[src/rtl/rst_pkg.sv]
// Shared constants, key-index maps, state enum and char helpers for the
// row/column substitution decrypter.
package rst_pkg;

  localparam logic [7:0] NUL_CHAR    = 8'h00;
  localparam logic [7:0] SPACE_CHAR  = 8'h20;
  localparam logic [7:0] UPPERCASE_A = 8'h41;
  localparam logic [7:0] UPPERCASE_Z = 8'h5A;
  localparam logic [7:0] LOWERCASE_A = 8'h61;
  localparam logic [7:0] LOWERCASE_Z = 8'h7A;
  localparam logic [7:0] DIGIT_0     = 8'h30;
  localparam logic [7:0] DIGIT_9     = 8'h39;

  localparam int KEY_LEN = 12;
  localparam int HDR_NUM = 6;

  typedef enum logic [2:0] {
    ST_NOKEY = 3'd0,
    ST_CHECK = 3'd1,
    ST_ROW   = 3'd2,
    ST_COL   = 3'd3,
    ST_EMIT  = 3'd4
  } state_e;

  // Row header r (0-based) lives at key char k0,k10,k2,k8,k4,k6.
  function automatic logic [3:0] row_key_idx(input logic [2:0] r);
    case (r)
      3'd0:    return 4'd0;
      3'd1:    return 4'd10;
      3'd2:    return 4'd2;
      3'd3:    return 4'd8;
      3'd4:    return 4'd4;
      3'd5:    return 4'd6;
      default: return 4'd0;
    endcase
  endfunction

  function automatic logic [3:0] col_key_idx(input logic [2:0] c);
    case (c)
      3'd0:    return 4'd1;
      3'd1:    return 4'd11;
      3'd2:    return 4'd3;
      3'd3:    return 4'd9;
      3'd4:    return 4'd5;
      3'd5:    return 4'd7;
      default: return 4'd1;
    endcase
  endfunction

  function automatic logic is_alnum(input logic [7:0] c);
    return ((c >= UPPERCASE_A) && (c <= UPPERCASE_Z)) ||
           ((c >= LOWERCASE_A) && (c <= LOWERCASE_Z)) ||
           ((c >= DIGIT_0) && (c <= DIGIT_9));
  endfunction

  // Cells 0..25 are a..z, cells 26..35 are 0..9.
  function automatic logic [7:0] decode_char(input logic [2:0] r, input logic [2:0] c);
    logic [5:0] idx;
    idx = ({3'b000, r} * 6'd6) + {3'b000, c};
    if (idx < 6'd26) begin
      return LOWERCASE_A + {2'b00, idx};
    end else begin
      return DIGIT_0 + {2'b00, idx - 6'd26};
    end
  endfunction

endpackage

[src/rtl/rst_key_check.sv]
// Walks the latched key one char per cycle for 12 cycles, flagging
// non-alphanumeric chars and chars repeated at a higher index.
module rst_key_check
  import rst_pkg::*;
(
  input  logic        clk,
  input  logic        rst_n,
  input  logic        start,
  input  logic [95:0] key,
  output logic        done,
  output logic        err_repeated_char,
  output logic        err_invalid_key_char
);

  logic       active_q, active_d;
  logic [3:0] cnt_q, cnt_d;
  logic       rep_q, rep_d;
  logic       inv_q, inv_d;
  logic [7:0] cur_s;
  logic       cur_rep_s;
  logic       cur_inv_s;

  // Flags include the char under test so the owner can latch them on done.
  always_comb begin
    cur_s     = key[{cnt_q, 3'b000} +: 8];
    cur_inv_s = !is_alnum(cur_s);
    cur_rep_s = 1'b0;
    for (int j = 0; j < KEY_LEN; j++) begin
      if ((4'(j) > cnt_q) && (key[8*j +: 8] == cur_s)) begin
        cur_rep_s = 1'b1;
      end else begin
        cur_rep_s = cur_rep_s;
      end
    end
    done                 = active_q && (cnt_q == 4'd11);
    err_repeated_char    = rep_q | (active_q & cur_rep_s);
    err_invalid_key_char = inv_q | (active_q & cur_inv_s);

    active_d = active_q;
    cnt_d    = cnt_q;
    rep_d    = rep_q;
    inv_d    = inv_q;
    if (start) begin
      active_d = 1'b1;
      cnt_d    = 4'd0;
      rep_d    = 1'b0;
      inv_d    = 1'b0;
    end else if (active_q) begin
      rep_d    = err_repeated_char;
      inv_d    = err_invalid_key_char;
      active_d = !done;
      cnt_d    = done ? 4'd0 : (cnt_q + 4'd1);
    end else begin
      active_d = 1'b0;
    end
  end

  always_ff @(posedge clk or negedge rst_n) begin
    if (!rst_n) begin
      active_q <= 1'b0;
      cnt_q    <= 4'd0;
      rep_q    <= 1'b0;
      inv_q    <= 1'b0;
    end else begin
      active_q <= active_d;
      cnt_q    <= cnt_d;
      rep_q    <= rep_d;
      inv_q    <= inv_d;
    end
  end

endmodule

[src/rtl/rst_decrypt.sv]
// Row/column substitution decrypter: validates a 12-char key, then maps
// ciphertext pairs to plaintext. Define RST_DEC_SPACE_PASS_EN to pass spaces through.
module rst_decrypt
  import rst_pkg::*;
(
  input  logic        clk,
  input  logic        rst_n,
  input  logic [95:0] key_char,
  input  logic        key_load,
  input  logic [7:0]  ct_char,
  input  logic        ct_valid,
  output logic        ct_ready,
  output logic [7:0]  pt_char,
  output logic        pt_valid,
  input  logic        pt_ready,
  output logic        err_repeated_char,
  output logic        err_invalid_key_char,
  output logic        err_invalid_ct_char
);

  state_e      state_q, state_d;
  logic [95:0] key_q, key_d;
  logic [2:0]  row_q, row_d;
  logic [7:0]  pt_char_q, pt_char_d;
  logic        pt_valid_q, pt_valid_d;
  logic        ct_ready_q, ct_ready_d;
  logic        err_rep_q, err_rep_d;
  logic        err_key_q, err_key_d;
  logic        err_ct_q, err_ct_d;

  logic        chk_done_s, chk_rep_s, chk_inv_s;
  logic        row_hit_s, col_hit_s;
  logic [2:0]  row_sel_s, col_sel_s;
  logic        ct_fire_s, pt_fire_s;

  rst_key_check u_key_check (
    .clk                  (clk),
    .rst_n                (rst_n),
    .start                (key_load),
    .key                  (key_q),
    .done                 (chk_done_s),
    .err_repeated_char    (chk_rep_s),
    .err_invalid_key_char (chk_inv_s)
  );

  // Header lookup; a validated key has unique chars so at most one hit each.
  always_comb begin
    row_hit_s = 1'b0;
    col_hit_s = 1'b0;
    row_sel_s = 3'd0;
    col_sel_s = 3'd0;
    for (int h = 0; h < HDR_NUM; h++) begin
      if (ct_char == key_q[{row_key_idx(3'(h)), 3'b000} +: 8]) begin
        row_hit_s = 1'b1;
        row_sel_s = 3'(h);
      end else begin
        row_hit_s = row_hit_s;
      end
      if (ct_char == key_q[{col_key_idx(3'(h)), 3'b000} +: 8]) begin
        col_hit_s = 1'b1;
        col_sel_s = 3'(h);
      end else begin
        col_hit_s = col_hit_s;
      end
    end
  end

  assign ct_fire_s = ct_valid && ct_ready_q;
  assign pt_fire_s = pt_valid_q && pt_ready;

  // Next-state logic; key_load overrides any handshake in the same cycle.
  always_comb begin
    state_d   = state_q;
    key_d     = key_q;
    row_d     = row_q;
    pt_char_d = pt_char_q;
    err_rep_d = err_rep_q;
    err_key_d = err_key_q;
    err_ct_d  = 1'b0;
    if (key_load) begin
      key_d     = key_char;
      state_d   = ST_CHECK;
      row_d     = 3'd0;
      pt_char_d = NUL_CHAR;
      err_rep_d = 1'b0;
      err_key_d = 1'b0;
    end else begin
      case (state_q)
        ST_NOKEY: state_d = ST_NOKEY;
        ST_CHECK: begin
          if (chk_done_s) begin
            err_rep_d = chk_rep_s;
            err_key_d = chk_inv_s;
            state_d   = (chk_rep_s || chk_inv_s) ? ST_NOKEY : ST_ROW;
          end else begin
            state_d = ST_CHECK;
          end
        end
        ST_ROW: begin
          if (ct_fire_s) begin
`ifdef RST_DEC_SPACE_PASS_EN
            if (ct_char == SPACE_CHAR) begin
              pt_char_d = SPACE_CHAR;
              state_d   = ST_EMIT;
            end else
`endif
            if (row_hit_s) begin
              row_d   = row_sel_s;
              state_d = ST_COL;
            end else begin
              err_ct_d = 1'b1;
              state_d  = ST_ROW;
            end
          end else begin
            state_d = ST_ROW;
          end
        end
        ST_COL: begin
          if (ct_fire_s) begin
            if (col_hit_s) begin
              pt_char_d = decode_char(row_q, col_sel_s);
              state_d   = ST_EMIT;
            end else begin
              err_ct_d = 1'b1;
              state_d  = ST_ROW;
            end
          end else begin
            state_d = ST_COL;
          end
        end
        ST_EMIT: begin
          if (pt_fire_s) begin
            state_d = ST_ROW;
          end else begin
            state_d = ST_EMIT;
          end
        end
        default: state_d = ST_NOKEY;
      endcase
    end
    ct_ready_d = (state_d == ST_ROW) || (state_d == ST_COL);
    pt_valid_d = (state_d == ST_EMIT);
  end

  // State and registered outputs.
  always_ff @(posedge clk or negedge rst_n) begin
    if (!rst_n) begin
      state_q    <= ST_NOKEY;
      key_q      <= 96'h0;
      row_q      <= 3'd0;
      pt_char_q  <= NUL_CHAR;
      pt_valid_q <= 1'b0;
      ct_ready_q <= 1'b0;
      err_rep_q  <= 1'b0;
      err_key_q  <= 1'b0;
      err_ct_q   <= 1'b0;
    end else begin
      state_q    <= state_d;
      key_q      <= key_d;
      row_q      <= row_d;
      pt_char_q  <= pt_char_d;
      pt_valid_q <= pt_valid_d;
      ct_ready_q <= ct_ready_d;
      err_rep_q  <= err_rep_d;
      err_key_q  <= err_key_d;
      err_ct_q   <= err_ct_d;
    end
  end

  assign ct_ready             = ct_ready_q;
  assign pt_char              = pt_char_q;
  assign pt_valid             = pt_valid_q;
  assign err_repeated_char    = err_rep_q;
  assign err_invalid_key_char = err_key_q;
  assign err_invalid_ct_char  = err_ct_q;

endmodule

[config.mk]
export PLATFORM = sky130hd
export DESIGN_NAME = rst_decrypt
export DESIGN_NICKNAME = d
export VERILOG_FILES = /design/src/rtl/rst_pkg.sv /design/src/rtl/rst_key_check.sv /design/src/rtl/rst_decrypt.sv
export SDC_FILE = /design/constraint.sdc
export NUM_CORES = 1
export LEC_CHECK = 0
export ABC_AREA = 1
export BUFFER_PORTS_ARGS = -buffer_cell sky130_fd_sc_hd__buf_2
export CORE_MARGIN = 2
export CORE_UTILIZATION = 50
export DETAILED_ROUTE_END_ITERATION = 10
export PLACE_DENSITY = 0.82
export SKIP_CTS_REPAIR_TIMING = 1
export SLEW_MARGIN = 15
export SYNTH_ARGS = -nofsm -noshare
export SYNTH_HDL_FRONTEND = slang
export SYNTH_SLANG_ARGS = --single-unit
export TNS_END_PERCENT = 30
[constraint.sdc]
create_clock -name clk -period 4.48 [get_ports clk]
set_input_delay 0.896 -clock clk [delete_from_list [all_inputs] [get_ports clk]]
set_output_delay 0.896 -clock clk [all_outputs]
set_load 0.05 [all_outputs]
==> flow_summary.json, run 1 <==
{
  "critPathSlowestCell": "fa_1",
  "fin_cells": 1754,
  "setup_violations": 0,
  "synth_edf_count": 0,
  "finClkSkew_ns": 0.009230,
  "fill_cells": 1764,
  "worst-endpoint-required_ns": 4.80,
  "fp.dieH_um": 138.1,
  "ant_nets": 0,
  "fin_crit_ns": 3.882,
  "cts_root_buffer": "clkbuf_16",
  "slew_headroom": 0.5000,
  "clk_latency_ns": 0.44,
  "dr.pass1.iters": 6,
  "ir_drop_v": 0.0002647,
  "path_delay_family": "simple AND/OR/NAND/NOR gates",
  "antenna_found_initial": 0,
  "cts.sinks": 122,
  "gp_congestion": 1.085,
  "fin_crit_sh": 0.8665,
  "dieArea_um2": 19080,
  "tightest_slew_ns": 0.7500,
  "cts.clk_slew.worst_paths_ns": 0.06,
  "final_common_cell": "nand2_1",
  "powerDensity_nw_per_um2": 368.2,
  "tritoncts": "yes",
  "whs_ns": 0.4804,
  "grt_first_pass_wirelength_um": 55550,
  "yosys_register_bits": 122,
  "synthArstFlopShare": 1.000,
  "coreArea_um2": 17780,
  "p_sw_uw": 1483,
  "end_kind": "register",
  "routed_wl_um": 36390,
  "crit_path_max_fanout": 9,
  "path_cells": "buf_2, inv_2, nand2_1, nand4_1, nor4_1, a21oi_1, inv_1, a21oi_1, ha_1, fa_1, xnor2_1, inv_1, nor2_1, o21ai_0, nand2_1, inv_1, nand3_1, o21ai_0, or2_2, nand3b_1, nand2_1",
  "syn_nets": 1514,
  "slowest_delay_ns": 0.42,
  "hold_violations": 0,
  "dp.cells": 1722,
  "drive_gt1_frac": 0.1416,
  "cap_violations": 0,
  "port_buffers": 121,
  "vias": 10247,
  "hold_class": "register to register",
  "clk_path_buf_depth": 2,
  "nNetsFinal": 1635,
  "synth_ff_type": "dfrtp_1",
  "netlist_instances": 1391,
  "p_seq_frac": 0.334,
  "io_pins": 122,
  "final.setup.tns_ns": 0,
  "power_leakage_uw": 0.005688,
  "layout_common_cells": "nand2_1, inv_1, dfrtp_1",
  "vias_per_cell": 5.842,
  "intPower_uw": 2365,
  "crit_buf_inv": 5,
  "n_antenna_cell": 0,
  "stdcell_area_um2": 10450,
  "worstPathArrival_ns": 4.20,
  "fmax_mhz": 257.6,
  "syn_area_um2": 8994,
  "status": "complete, no violations",
  "yosys_warnings": 0,
  "cp-start-kind": "primary input",
  "initial_core_util": 0.5058,
  "gr-total-overflow": 0,
  "area_delta_synth_final_pct": 16.18,
  "placed_cell_area_um2": 9863,
  "dp_hpwl_um": 26900,
  "drt_iter0_drc": 1598,
  "clockPowerShare": 0.367,
  "total_power_uw": 3848,
  "htreeDepth": 4,
  "cts_buffers": 17,
  "std_cell_rows": 49,
  "pwr-share-comb": 0.299,
  "slew_viol_final": 0,
  "wl_per_cell_um": 20.75,
  "rsz0062_at_grt": "no",
  "worstSetupPathType": "primary input to register",
  "p_sw_frac": 0.3854,
  "drc": 0,
  "grt_util_all_layers": 0.3786,
  "yosysSeqAreaShare": 0.3395,
  "grt_max_degree": 123,
  "die_w_um": 138.1,
  "syn_avg_cell_area_um2": 6.466,
  "yosysUniqueCellTypes": 43,
  "grt_pass1_vias": 9487
}
==> cells in the mapped netlist (8+ instances only) <==
library cell  count  area share
a21oi_1          29       0.016
buf_2             8      0.0045
buf_4            13       0.011
clkbuf_1         24       0.010
dfrtp_1         122        0.34
ha_1             12       0.017
inv_1           145       0.061
inv_2            11      0.0046
nand2_1         546        0.23
nand3_1          81       0.045
nand4_1          58       0.040
nor2_1           87       0.036
nor3_1           13      0.0072
nor4_1           11      0.0077
o21ai_0         113       0.063
o21ai_1           8      0.0045
xor2_1           50       0.049
==> per-stage QoR <==
step           worst slack, ns  utilization
2_1_floorplan           0.4255            -
3_3_place_gp            0.3866       0.5548
3_5_place_dp            0.2755       0.5548
4_1_cts                 0.6690       0.5877
5_1_grt                 0.2806       0.5877
6_report                0.5981       0.5877
==> worst min-delay path: cells and delay by family, from the launching register on <==
| family | cells | cell delay, ns |
|---|---|---|
| AO/OA/AOI/OAI | 1 | 0.06 |
| flip-flops | 1 | 0.34 |
| AND/OR/NAND/NOR | 1 | 0.05 |
==> registers in the layout, summed over array words and instances (netlist names), 3 cells and up <==
| signal | cells |
|---|---|
| row_q | 3 |
| key_q | 96 |
| pt_char | 8 |
| state_q | 3 |
| u_key_check.cnt_q | 4 |
==> path summary, 6_finish.rpt <==
check | depth (start not counted) | slack, ns | to | startpoint
worst max register to register | 21 | 0.74 | pt_char[3] | key_q[57]
worst min-delay path | 2 | 0.48 | pt_char[7] | pt_char[7]
max in group asynchronous | 2 | 3.41 | pt_char[5] | rst_n
worst max-delay path | 21 | 0.60 | pt_char[3] | ct_char[5]
worst min register to register | 2 | 0.48 | pt_char[7] | pt_char[7]
min in group asynchronous | 2 | 0.56 | key_q[64] | rst_n
==> final cells by class <==
| class | count | area [um2] | share of cell area |
|---|---|---|---|
| Inverter | 159 | 599.3 | 0.05736 |
| Clock inverter | 14 | 146.4 | 0.01401 |
| Sequential cell | 122 | 3053 | 0.2922 |
| Multi-Input combinational cell | 1055 | 5031 | 0.4815 |
| Tap cell | 229 | 286.5 | 0.02742 |
| Clock buffer | 18 | 439.2 | 0.04203 |
| Timing Repair Buffer | 157 | 893.4 | 0.08550 |
==> power groups by stage <==
stage	clock, uW	sequential, uW	combinational (uW)
6_report	1410	1290	1150
5_1_grt	1480	1290	1240
4_1_cts	1420	1280	1100
3_5_place_dp	0	1300	1090
3_3_place_gp	0	1300	1090
2_1_floorplan	0	1250	720
==> cells by family after synthesis <==
group / share of synthesized area
AND/OR/NAND/NOR: 0.3848
adder cells (fa/ha/maj): 0.02115
XOR/XNOR: 0.05551
flip-flops: 0.3395
AO/OA/AOI/OAI: 0.09794
buffers and inverters: 0.1011
==> routing by layer <==
metal  vias to the layer above  part of all wire  GRT usage
met5                         -                 0          0
met4                         0             0.060     0.1815
met3                       158              0.11    0.08521
met2                       742              0.42     0.5623
met1                      4674              0.41     0.5253
li1                       4673                 -          -
Power figures use the tool's default switching activity.
==> inputs of run 2 (changes only) <==
ABC_AREA = unset   (was 1)
==> run 2 against run 1 <==
Net effect:
- area after synthesis is 4.0% lower
- critical path type unchanged
- clock skew rose by 0.0013 ns
- highest routed layer unchanged
- sequential cell count stayed put
- synthesized cell count is 39% lower
==> flow_summary.json, run 2 <==
{
  "status": "complete, no violations",
  "hold_violations": 0,
  "largest-register": "key_q",
  "cts_root_buffer": "clkbuf_16",
  "htreeDepth": 4,
  "netlist_instances": 853,
  "end_kind": "register",
  "stdcell_area_um2": 10190,
  "tritoncts": "yes",
  "clk_latency_ns": 0.43,
  "worstSetupPathType": "primary input to register",
  "routed_wl_um": 27310,
  "r2r-end": "u_key_check.rep_q",
  "min-delay-start": "pt_char[7]",
  "yosysTopAreaCellShare": 0.3537,
  "area_delta_synth_final_pct": 18.05,
  "rsz0062_at_grt": "no",
  "yosys-top-cells-area": "dfrtp_1, mux2_2, xnor2_1",
  "fin_crit_sh": 0.8647,
  "power_leakage_uw": 0.004229,
  "worst-endpoint-required_ns": 4.83,
  "n_antenna_cell": 0,
  "nNetsFinal": 1101,
  "dieArea_um2": 18330,
  "post-synth-top-area-cell": "dfrtp_1",
  "vias": 7472,
  "cts.clk_slew.worst_paths_ns": 0.05,
  "fin_crit_ns": 3.874,
  "die_w_um": 135.4,
  "hold_class": "register to register",
  "clk_path_buf_depth": 2,
  "syn_nets": 976,
  "yosysSeqAreaShare": 0.3537,
  "largest_reg_flops": 96,
  "fmax_mhz": 258.1,
  "drt_iter0_drc": 726,
  "wl_met3_um": 2640,
  "coreArea_um2": 17060,
  "dr.pass1.iters": 7,
  "slew_viol_final": 0,
  "cts.sinks": 122,
  "vias_per_cell": 6.145,
  "ir_drop_v": 0.0003324,
  "cap_violations": 0,
  "gp_congestion": 1.037,
  "setup_violations": 0,
  "synthArstFlopShare": 1.000,
  "worstPathArrival_ns": 4.22,
  "antenna_found_initial": 0,
  "wl_met2_um": 12060,
  "cts_buffers": 17,
  "slew_headroom": 0.3319,
  "io_pins": 122,
  "crit_path_max_fanout": 8,
  "initial_core_util": 0.5061,
  "tightest_slew_ns": 0.9916,
  "std_cell_rows": 48,
  "wl_per_cell_um": 22.46,
  "cp-startpoint": "ct_char[1]",
  "port_buffers": 121,
  "final_common_cell": "dfrtp_1",
  "gr-total-overflow": 0,
  "powerDensity_nw_per_um2": 371.6,
  "yosys_register_bits": 122,
  "synth.most_common_cell": "dfrtp_1",
  "yosysUniqueCellTypes": 69,
  "grt_max_degree": 73,
  "r2r_cells": 9,
  "dp_hpwl_um": 20370,
  "grt_pass1_vias": 7258,
  "ys_top_cells_by_count": "dfrtp_1, xnor2_1, mux2_2",
  "grt_first_pass_wirelength_um": 41910,
  "synth_edf_count": 0,
  "grt_util_all_layers": 0.3056,
  "drc": 0,
  "synth_ff_type": "dfrtp_1",
  "cp-start-kind": "primary input",
  "topRoutingLayerUsed": "met4",
  "reg2reg_slack_ns": 0.74,
  "yosys_warnings": 0,
  "placed_cell_area_um2": 9608,
  "layout_common_cells": "dfrtp_1, buf_2, xnor2_1",
  "finClkSkew_ns": 0.01055,
  "crit_end": "pt_char[5]",
  "ant_nets": 0,
  "timing.rr.start": "u_key_check.cnt_q[0]",
  "fp.dieH_um": 135.4,
  "final.setup.tns_ns": 0,
  "syn_area_um2": 8632,
  "drive_gt1_frac": 0.2957,
  "drt-met1-wl_um": 11600,
  "syn_avg_cell_area_um2": 10.12
}
[run 2: cell type report]
type,count,area (um2)
Clock inverter,11,121.4
Tap cell,225,281.5
Sequential cell,122,3054
Clock buffer,21,460.4
Inverter,15,56.30
Multi-Input combinational cell,665,5298
Fill cell,1423,6867
Timing Repair Buffer,157,918.4
[run 2: how the worst min path moves through the flow]
stage | endpoint | slack (ns) | cells after the start
6_report | pt_char[7] | 0.51 | 2
5_1_grt | pt_char[1] | 0.53 | 2
4_1_cts | u_key_check.inv_q | 0.51 | 2
3_5_place_dp | u_key_check.inv_q | 0.49 | 2
3_3_place_gp | u_key_check.inv_q | 0.48 | 2
2_1_floorplan | u_key_check.inv_q | 0.46 | 2
[run 2: metrics by stage]
stage,instances,hold slack (ns),worst slack (ns),total power (uW),utilization
2_1_floorplan,853,0.4636,0.6638,2030,-
3_3_place_gp,1184,0.4785,0.3493,2391,0.5633
3_5_place_dp,1184,0.4949,0.2448,2407,0.5633
4_1_cts,1216,0.5079,0.6807,3764,0.5974
5_1_grt,1216,0.5329,0.3479,3938,0.5974
6_report,1216,0.5052,0.6061,3787,0.5974
[run 2: power by group]
group / leakage (uW) / internal (uW) / switching (uW)
registers: 0.00147 / 1190 / 203
logic: 0.00249 / 496 / 535
clock network: 0.000271 / 843 / 515
[run 2: logic make-up after synthesis]
| logic type | Yosys count | synth area share |
|---|---|---|
| compound gates | 137 | 0.1122 |
| xor+xnor | 181 | 0.1836 |
| fa+ha+maj | 14 | 0.02203 |
| buf+inv | 66 | 0.03305 |
| flops | 122 | 0.3537 |
| mux | 145 | 0.1845 |
| simple gates | 188 | 0.1109 |
[run 2: routing by layer]
layer,global-route usage,up-vias
li1,-,3326
met1,0.4162,3640
met2,0.4701,429
met3,0.07220,77
met4,0.1262,0
met5,0,-
[run 2: worst max-delay path, stage by stage]
cell and delay (ns):
buf_2 0.21, xor2_1 0.20, nor4_1 0.31, nand2_1 0.12, o21ai_0 0.22, buf_4 0.23, ha_1 0.22, a21oi_1 0.14
nor2_1 0.07, xnor2_1 0.46, nand2b_1 0.19, nor2_1 0.16, xor2_1 0.17, ha_1 0.25, a211o_1 0.25, a21oi_1 0.13
